==> src/rtl/aes_pkg.sv <==
// Shared AES definitions: field constants, GF(2^8) helpers and the stage-A beat record.
package aes_pkg;

    localparam int         STATE_W  = 128;
    localparam logic [7:0] AES_POLY = 8'h1B;

    // One pipeline slot: the (optionally mixed) state travelling with its round key.
    typedef struct packed {
        logic [STATE_W-1:0] data;
        logic [STATE_W-1:0] key;
    } beat_t;

    // Multiply by x in GF(2^8), reducing by the AES polynomial on overflow.
    function automatic logic [7:0] xtime(input logic [7:0] x);
        return {x[6:0], 1'b0} ^ (x[7] ? AES_POLY : 8'h00);
    endfunction

    // Multiply by 3 = x + 1.
    function automatic logic [7:0] gf_mul3(input logic [7:0] x);
        return xtime(x) ^ x;
    endfunction

endpackage

==> src/rtl/mix_single_column.sv <==
// MixColumns for one 32-bit column; row 0 sits in the least significant byte.
module mix_single_column
    import aes_pkg::*;
(
    input  logic [31:0] column,
    output logic [31:0] mixed
);

    logic [7:0] a0, a1, a2, a3;

    assign a0 = column[7:0];
    assign a1 = column[15:8];
    assign a2 = column[23:16];
    assign a3 = column[31:24];

    // Circulant matrix {2,3,1,1} applied to the column.
    assign mixed[7:0]   = xtime(a0)   ^ gf_mul3(a1) ^ a2          ^ a3;
    assign mixed[15:8]  = a0          ^ xtime(a1)   ^ gf_mul3(a2) ^ a3;
    assign mixed[23:16] = a0          ^ a1          ^ xtime(a2)   ^ gf_mul3(a3);
    assign mixed[31:24] = gf_mul3(a0) ^ a1          ^ a2          ^ xtime(a3);

endmodule

==> src/rtl/mix_add_stage.sv <==
// AES round tail: MixColumns (skipped on the final round) into stage A, AddRoundKey into
// stage B, with a valid/ready chain so a stalled consumer back-pressures without loss.
module mix_add_stage
    import aes_pkg::*;
#(
    parameter int DATA_W  = STATE_W,  // state width; the byte layout assumes 128
    parameter bit REG_OUT = 1'b1      // 0 drops stage B and drives the output from stage A
) (
    input  logic              clock,
    input  logic              resetN,
    input  logic [DATA_W-1:0] inputData,
    input  logic [DATA_W-1:0] roundKey,
    input  logic              finalRound,
    input  logic              validIn,
    output logic              readyOut,
    output logic [DATA_W-1:0] outputData,
    output logic              validOut,
    input  logic              readyIn
);

    logic [DATA_W-1:0] mixed;
    beat_t             stage_a;
    beat_t             stage_a_next;
    logic              valid_a;
    logic              ready_a;
    logic              ready_b;

    for (genvar c = 0; c < 4; c++) begin : g_col
        mix_single_column u_col (
            .column (inputData[32*c +: 32]),
            .mixed  (mixed[32*c +: 32])
        );
    end

    // Choose mixed or bypassed state for this beat and pair it with its key.
    always_comb begin
        // NOTE: assign a default to every field first so no path through this block can infer a latch.
        stage_a_next      = '0;
        stage_a_next.data = finalRound ? inputData : mixed;
        stage_a_next.key  = roundKey;
    end

    // A slot can take a beat when empty or when its current beat leaves this cycle.
    assign ready_a  = !valid_a || ready_b;
    assign readyOut = ready_a;

    // Stage A register: refill or empty whenever the slot is free, otherwise hold.
    always_ff @(posedge clock or negedge resetN) begin
        // NOTE: sequential state uses non-blocking assignments so every register samples pre-edge values.
        if (!resetN) begin
            // NOTE: the data registers are reset as well, so a flushed pipeline shows all-zero state, not stale keys.
            valid_a <= 1'b0;
            stage_a <= '0;
        end else if (ready_a) begin
            valid_a <= validIn;
            if (validIn) begin
                stage_a <= stage_a_next;
            end
        end
    end

    if (REG_OUT) begin : g_reg_out
        logic              valid_b;
        logic [DATA_W-1:0] data_b;

        assign ready_b = !valid_b || readyIn;

        // Stage B register: AddRoundKey on transfer from A; holds while the consumer stalls.
        always_ff @(posedge clock or negedge resetN) begin
            if (!resetN) begin
                valid_b <= 1'b0;
                data_b  <= '0;
            end else if (ready_b) begin
                valid_b <= valid_a;
                if (valid_a) begin
                    data_b <= stage_a.data ^ stage_a.key;
                end
            end
        end

        assign outputData = data_b;
        assign validOut   = valid_b;
    end else begin : g_comb_out
        assign ready_b    = readyIn;
        assign outputData = stage_a.data ^ stage_a.key;
        assign validOut   = valid_a;
    end

endmodule

==> config.mk <==
export PLATFORM = sky130hd
export DESIGN_NAME = mix_add_stage
export DESIGN_NICKNAME = d
export VERILOG_FILES = /design/src/rtl/aes_pkg.sv /design/src/rtl/mix_single_column.sv /design/src/rtl/mix_add_stage.sv
export SDC_FILE = /design/constraint.sdc
export NUM_CORES = 1
export LEC_CHECK = 0
export BUFFER_PORTS_ARGS = -buffer_cell sky130_fd_sc_hd__buf_2
export CELL_PAD_IN_SITES_DETAIL_PLACEMENT = 1
export CELL_PAD_IN_SITES_GLOBAL_PLACEMENT = 1
export CORE_ASPECT_RATIO = 1.1
export CORE_MARGIN = 3
export CORE_UTILIZATION = 47
export CTS_CLUSTER_DIAMETER = 150
export DETAILED_ROUTE_END_ITERATION = 8
export PLACE_DENSITY = 0.89
export SLEW_MARGIN = 0
export SYNTH_ARGS = -nofsm -noshare
export SYNTH_HDL_FRONTEND = slang
export SYNTH_SLANG_ARGS = --single-unit
==> constraint.sdc <==
create_clock -name clock -period 2.9 [get_ports clock]
set_input_delay 0.29 -clock clock [delete_from_list [all_inputs] [get_ports clock]]
set_output_delay 0.29 -clock clock [all_outputs]
set_load 0.02 [all_outputs]
; After elaboration in Yosys (flattened, before gate mapping)
; Index checks and enable logic that the tools add are counted.
[totals]
register_bits = 386
inputBits = 261
output_inout_bits = 130
wordCells = 109
[classes]
muxes = 17
n_bitwise = 81
reduce_logical = 6
[op_table]
columns = op, n
row1 = $xor A8 B8 Y8, 77
row2 = $mux W128, 1
row3 = $xor A128 B128 Y128, 1
row4 = $mux W5, 16
row5 = $xor A8 B5 Y8, 3
row6 = $reduce_and A2 Y1, 2
row7 = $logic_not A1 Y1, 2
row8 = $logic_or A1 B1 Y1, 2

; Logic depth before layout (Yosys ltp)
[logic_depth]
ltp_word = 7
mapped_depth = 6

; Hierarchy
; Synthesis repeated with hierarchy kept, for this count alone.
[hier_totals]
hier_cells = 1583
hier_area_um2 = 22819.4
[by_module_without_submodules]
columns = module, n_inst, cells_each, area_each_um2, seq_area_each_um2
row1 = mix_add_stage, 1, 1259, 17469.3, 9659.3
row2 = mix_single_column, 4, 81, 1337.5, 0.0

; Least setup slack after synthesis
; Ideal clock, no wire load.
[synth_timing]
path_type = reg-to-reg
from = register g_reg_out.valid_b (netlist: validOut)
to = register stage_a[107] in the netlist's numbering
arrival_time_ns = 1.582
t_required_ns = 2.775
path_slack_ns = 1.193
path_stages_with_launch = 7
n_path_buf = 2
period_less_slack_ns = 1.707
path_cell_list = dfrtp_1 and3b_1 inv_1 nand2_1 buf_2 buf_2 mux2_2
[synth_via]
elab_chain_len = 4
[synth_rtl]
columns = item, line_no
row1 = "start, declared", mix_add_stage.sv:63  ; logic valid_b;
row2 = "start signal, assigned", mix_add_stage.sv:74  ; valid_b <= valid_a;
row3 = $logic_not A1 Y1, mix_add_stage.sv:66  ; assign ready_b = !valid_b || readyIn;
row4 = $logic_or A1 B1 Y1, mix_add_stage.sv:66
row5 = $logic_or A1 B1 Y1, mix_add_stage.sv:44  ; assign ready_a = !valid_a || ready_b;
row6 = $reduce_and A2 Y1 (no source line), n/a
row7 = "end signal, assigned", mix_add_stage.sv:57  ; stage_a <= stage_a_next;
row8 = "end, declared", mix_add_stage.sv:22  ; beat_t stage_a;
; No other way between the ends.
; A chain may end at the register's enable or synchronous reset.

; Final worst setup path
[layout_timing]
from = register valid_a
to = output port readyOut
[layout_via]
elab_chain_len = 2
[layout_rtl]
columns = item, line_no
row1 = "start, declared", mix_add_stage.sv:24  ; logic valid_a;
row2 = "start signal, assigned", mix_add_stage.sv:55  ; valid_a <= validIn;
row3 = $logic_not A1 Y1, mix_add_stage.sv:44
row4 = $logic_or A1 B1 Y1, mix_add_stage.sv:44
row5 = "end, declared", mix_add_stage.sv:15  ; output logic readyOut,
; No other way between the ends.

==> results.txt <==
The flow ran to the end, and the final reports show no timing, DRC or antenna violations. Final-report max-slew violation count: 0. The tools report the total routed wire length on the met1 layer as 28.24 mm. The net total in the final layout is 2297.

The growth of design area from synthesis to finish works out to 23.87%. STA puts the critical path data arrival time at 2170 ps. The power density over cell area was 762.8 nW/um^2; the width of the die was 211.1 um. The global route total overflow is 0, and the switching share of power is 35.03%. The post-route netlist has 36.62% of its cells at a drive strength greater than 1. For the final database, setup skew stands at 11.35 ps.

Global routing used 30.64% of the available tracks across all layers. For this run, design rule violations remaining after detail routing come to 0. The routed wire length was 75.73 mm.

The worst path in the final design needs a cycle of 2460 ps, including I/O delays and setup. CTS saw 386 sinks. STA classifies the critical path endpoint as a primary output. In this run the static leakage power is 12.74 nW.

The family with the most delay on the worst path is buffers and inverters. Cells fill 58.99% of the core in the end. The worst setup path is launched from a register. The clock transition at the registers of the reported paths is 60 ps, and the total of warnings raised by yosys is 0.

Once placement completed, the tool counted placed cells totaling 2450. The clock insertion delay at the later pin of the skew report was 570 ps. Max-cap violations in this run came to 0. The tools report the number of levels the H-tree was split into as 2. Maximum clock frequency: 406.6 MHz. The count of final hold-check violations is 0. Routed length on met2: 39.93 mm. The final route contains 16080 vias.

Row generation in the floorplan step produced 82 rows. Setup violations remaining at the end of the flow were counted as 0. Buffer cell driving the clock tree root: clkbuf_16. The count of hold buffers inserted by post-cts repair was 129; the post-synthesis area per instance was 13.70 um^2.

Dividing the detail-routed wire length by the instance count gives 28.41 um. The count of flip-flops with a built-in enable after synthesis is 0, and the number of design-rule violations left by the first detailed-router iteration is 1346. In this run the tightest slew margin relative to its limit is 28.10%.

Per report_power, the combinational group accounts for 33.4% of the total. For the worst setup path, the data required time is 2610 ps. After legalization and detailed placement, the total HPWL measured 46.85 mm. The run gives 0 ps as the final-layout setup total negative slack.

Summing all multi-input logic gate instances after layout gives 11510 um^2. The post-synthesis register bit count was 386. TritonCTS built the clock tree. Cell internal power was estimated by the tool at 13.35 mW. At the pin with the least slew margin, the transition time is 1078 ps. By area the synthesized netlist is led by dfrtp_1, xnor3_1, mux2_2. For this run, asynchronously set or reset flops after synthesis account for 100.0%. In this run the worst path has a maximum fanout of 130. The logs give 0 for the remaining number of nets flagged by the antenna check after routing and 0.8514 for the final weighted congestion of routability-driven global placement. Traced cell by cell, the critical path runs through and3b_4 > inv_4 > buf_12 > buf_2. The slowest cell on the critical path is buf_12.

The initial utilization of the core area, before any placement, comes to 47.62%. The share of power burned in registers was 39.2%; the delay of the slowest cell on the worst path was 470 ps. The most common cell in the synthesized netlist was dfrtp_1.

The register cell area after layout is 9659 um^2. The count of mapped cells out of synthesis is 1587, and the part of the power in the clock network is 27.4%. The layout has 4464 filler cells. The synthesized netlist occupies a cell area of 21740 um^2. The flip-flop cell with the highest count after synthesis is dfrtp_1.

The longest clock path from root to sink contains 3 buffers. Pin placement for this block handled 391 I/O pins. Routed signal wires occupy layers up through met5. The logs give 48880 um^2 for the full die area and 0.5667 mV for the maximum VDD drop.

The number of detailed-route iterations in the first pass was 5; the chip height was 231.6 um. The critical path start-end classification is reg -> out. The biggest area contributor in the post-synthesis netlist is dfrtp_1.

Net count after synthesis: 1848. Port buffering added 390 buffers. Setup repair after global routing left no endpoint under its margin. The tools report the number of standard cells in the final layout excluding fillers as 2666. Worst hold path class: in -> reg. The number of buffers and inverters on the critical path is 3.

Once the clock tree was built, the setup fixing pass inserted 0 buffers. The core region is 45660 um^2. Entering global routing, the biggest net connects 131 pins.

Across all hold checks on the routed design, the worst slack comes to 59.15 ps. The first global-routing pass estimated 114.4 mm of wire. Once the clock tree was built, the resizer swapped 0 gates to a different size. In the detailed route, the total length drawn on met3 is 4.713 mm. The number of buffers added by the clock tree synthesis step was 43; the share of the synthesized area in the top cell type was 44.43%.

Ranked by instance count, the synthesized netlist is headed by dfrtp_1, mux2_2, xor2_1, xnor3_1. The completed layout was analyzed and its total power is 20.54 mW. The logs give 18120 for the number of global-route vias before repair and 23 for the number of distinct library cells after synthesis. Sequential cells were found to cover 44.43% of the synthesized design area. The initial antenna violation count was 14; the switching power total was 7.196 mW. In the routed layout, each cell is associated on average with a via count of 6.032.

Dividing the final minimum period by the clock period gives 84.82%.
## final timing paths
kind,startpoint,endpoint,cells past startpoint,slack (ps)
min,inputData[118],stage_a[246],3,60
min in group asynchronous,resetN,stage_a[104],2,340
max,valid_a,readyOut,4,440
min reg2reg,outputData[17],outputData[17],1,500
max reg2reg,valid_a,stage_a[122],5,670
max in group asynchronous,resetN,stage_a[22],3,1580
## logic make-up after synthesis
kind of cell | share of synthesized area [%]
buffers and inverters | 2.762
AND/OR/NAND/NOR | 3.861
flip-flops | 44.43
multiplexers | 13.26
XOR/XNOR | 28.32
AO/OA/AOI/OAI | 7.366
## flip-flops by register name (all words and copies together) (netlist names)
signal	cells
outputData	128
stage_a	256
valid_a	1
validOut	1
## cells in the final DEF (no fill, tap or decap), drive strengths merged
master       synthesis  final
or3                  1      1
xnor3              153    153
mux2               256    256
xor3                23     23
clkinvlp             0      2
and3b                1      1
dlygate4sd3          0    129
xnor2               38     38
o211ai             128    128
inv                  2      1
diode                0     11
dfrtp              386    386
clkbuf              91     71
o21ai              128    128
xor2               196    196
nand2b               2      2
nand2                3      3
clkinv               0      3
nand4              128    128
bufinv               0      1
buf                 51    417
## per-layer routing
layer | vias up | track usage, %
met2 | 826 | 55.32
met5 | - | 0
met3 | 202 | 5.604
met4 | 6 | 11.01
li1 | 6701 | -
met1 | 8347 | 36.64
## area by class of cell
cell class                      instances  share of cell area (%)
Antenna cell                           11                  0.1022
Multi-Input combinational cell       1057                   42.72
Tap cell                              588                   2.732
Clock buffer                           71                   5.064
Timing Repair Buffer                  546                   13.27
Inverter                                2                 0.04181
Sequential cell                       386                   35.87
Clock inverter                          5                  0.2044
## per-stage QoR
step	setup slack, ps	cell area (um^2)
5_1_grt	368.6	26930
3_5_place_dp	665.0	24190
2_1_floorplan	1193	21740
4_1_cts	453.5	26900
6_report	440.3	26930
3_3_place_gp	734.5	24190
## power groups by stage
| stage | logic (mW) | registers, mW | clock network (mW) |
|---|---|---|---|
| final | 6.86 | 8.05 | 5.63 |
| after global routing | 7.27 | 8.17 | 5.94 |
| after CTS | 6.74 | 7.96 | 5.66 |
| after detailed placement | 6.50 | 8.00 | 0 |
| after global placement | 6.15 | 7.89 | 0 |
| after floorplan | 3.27 | 8.73 | 0 |
## worst register-to-register path: stages (launching register included)
cell     delay (ps)
dfrtp_1         400
and3b_4         260
inv_4            60
nand2_4          70
buf_4           700
mux2_2          600
Note: power is estimated with default switching activity, not from simulation.
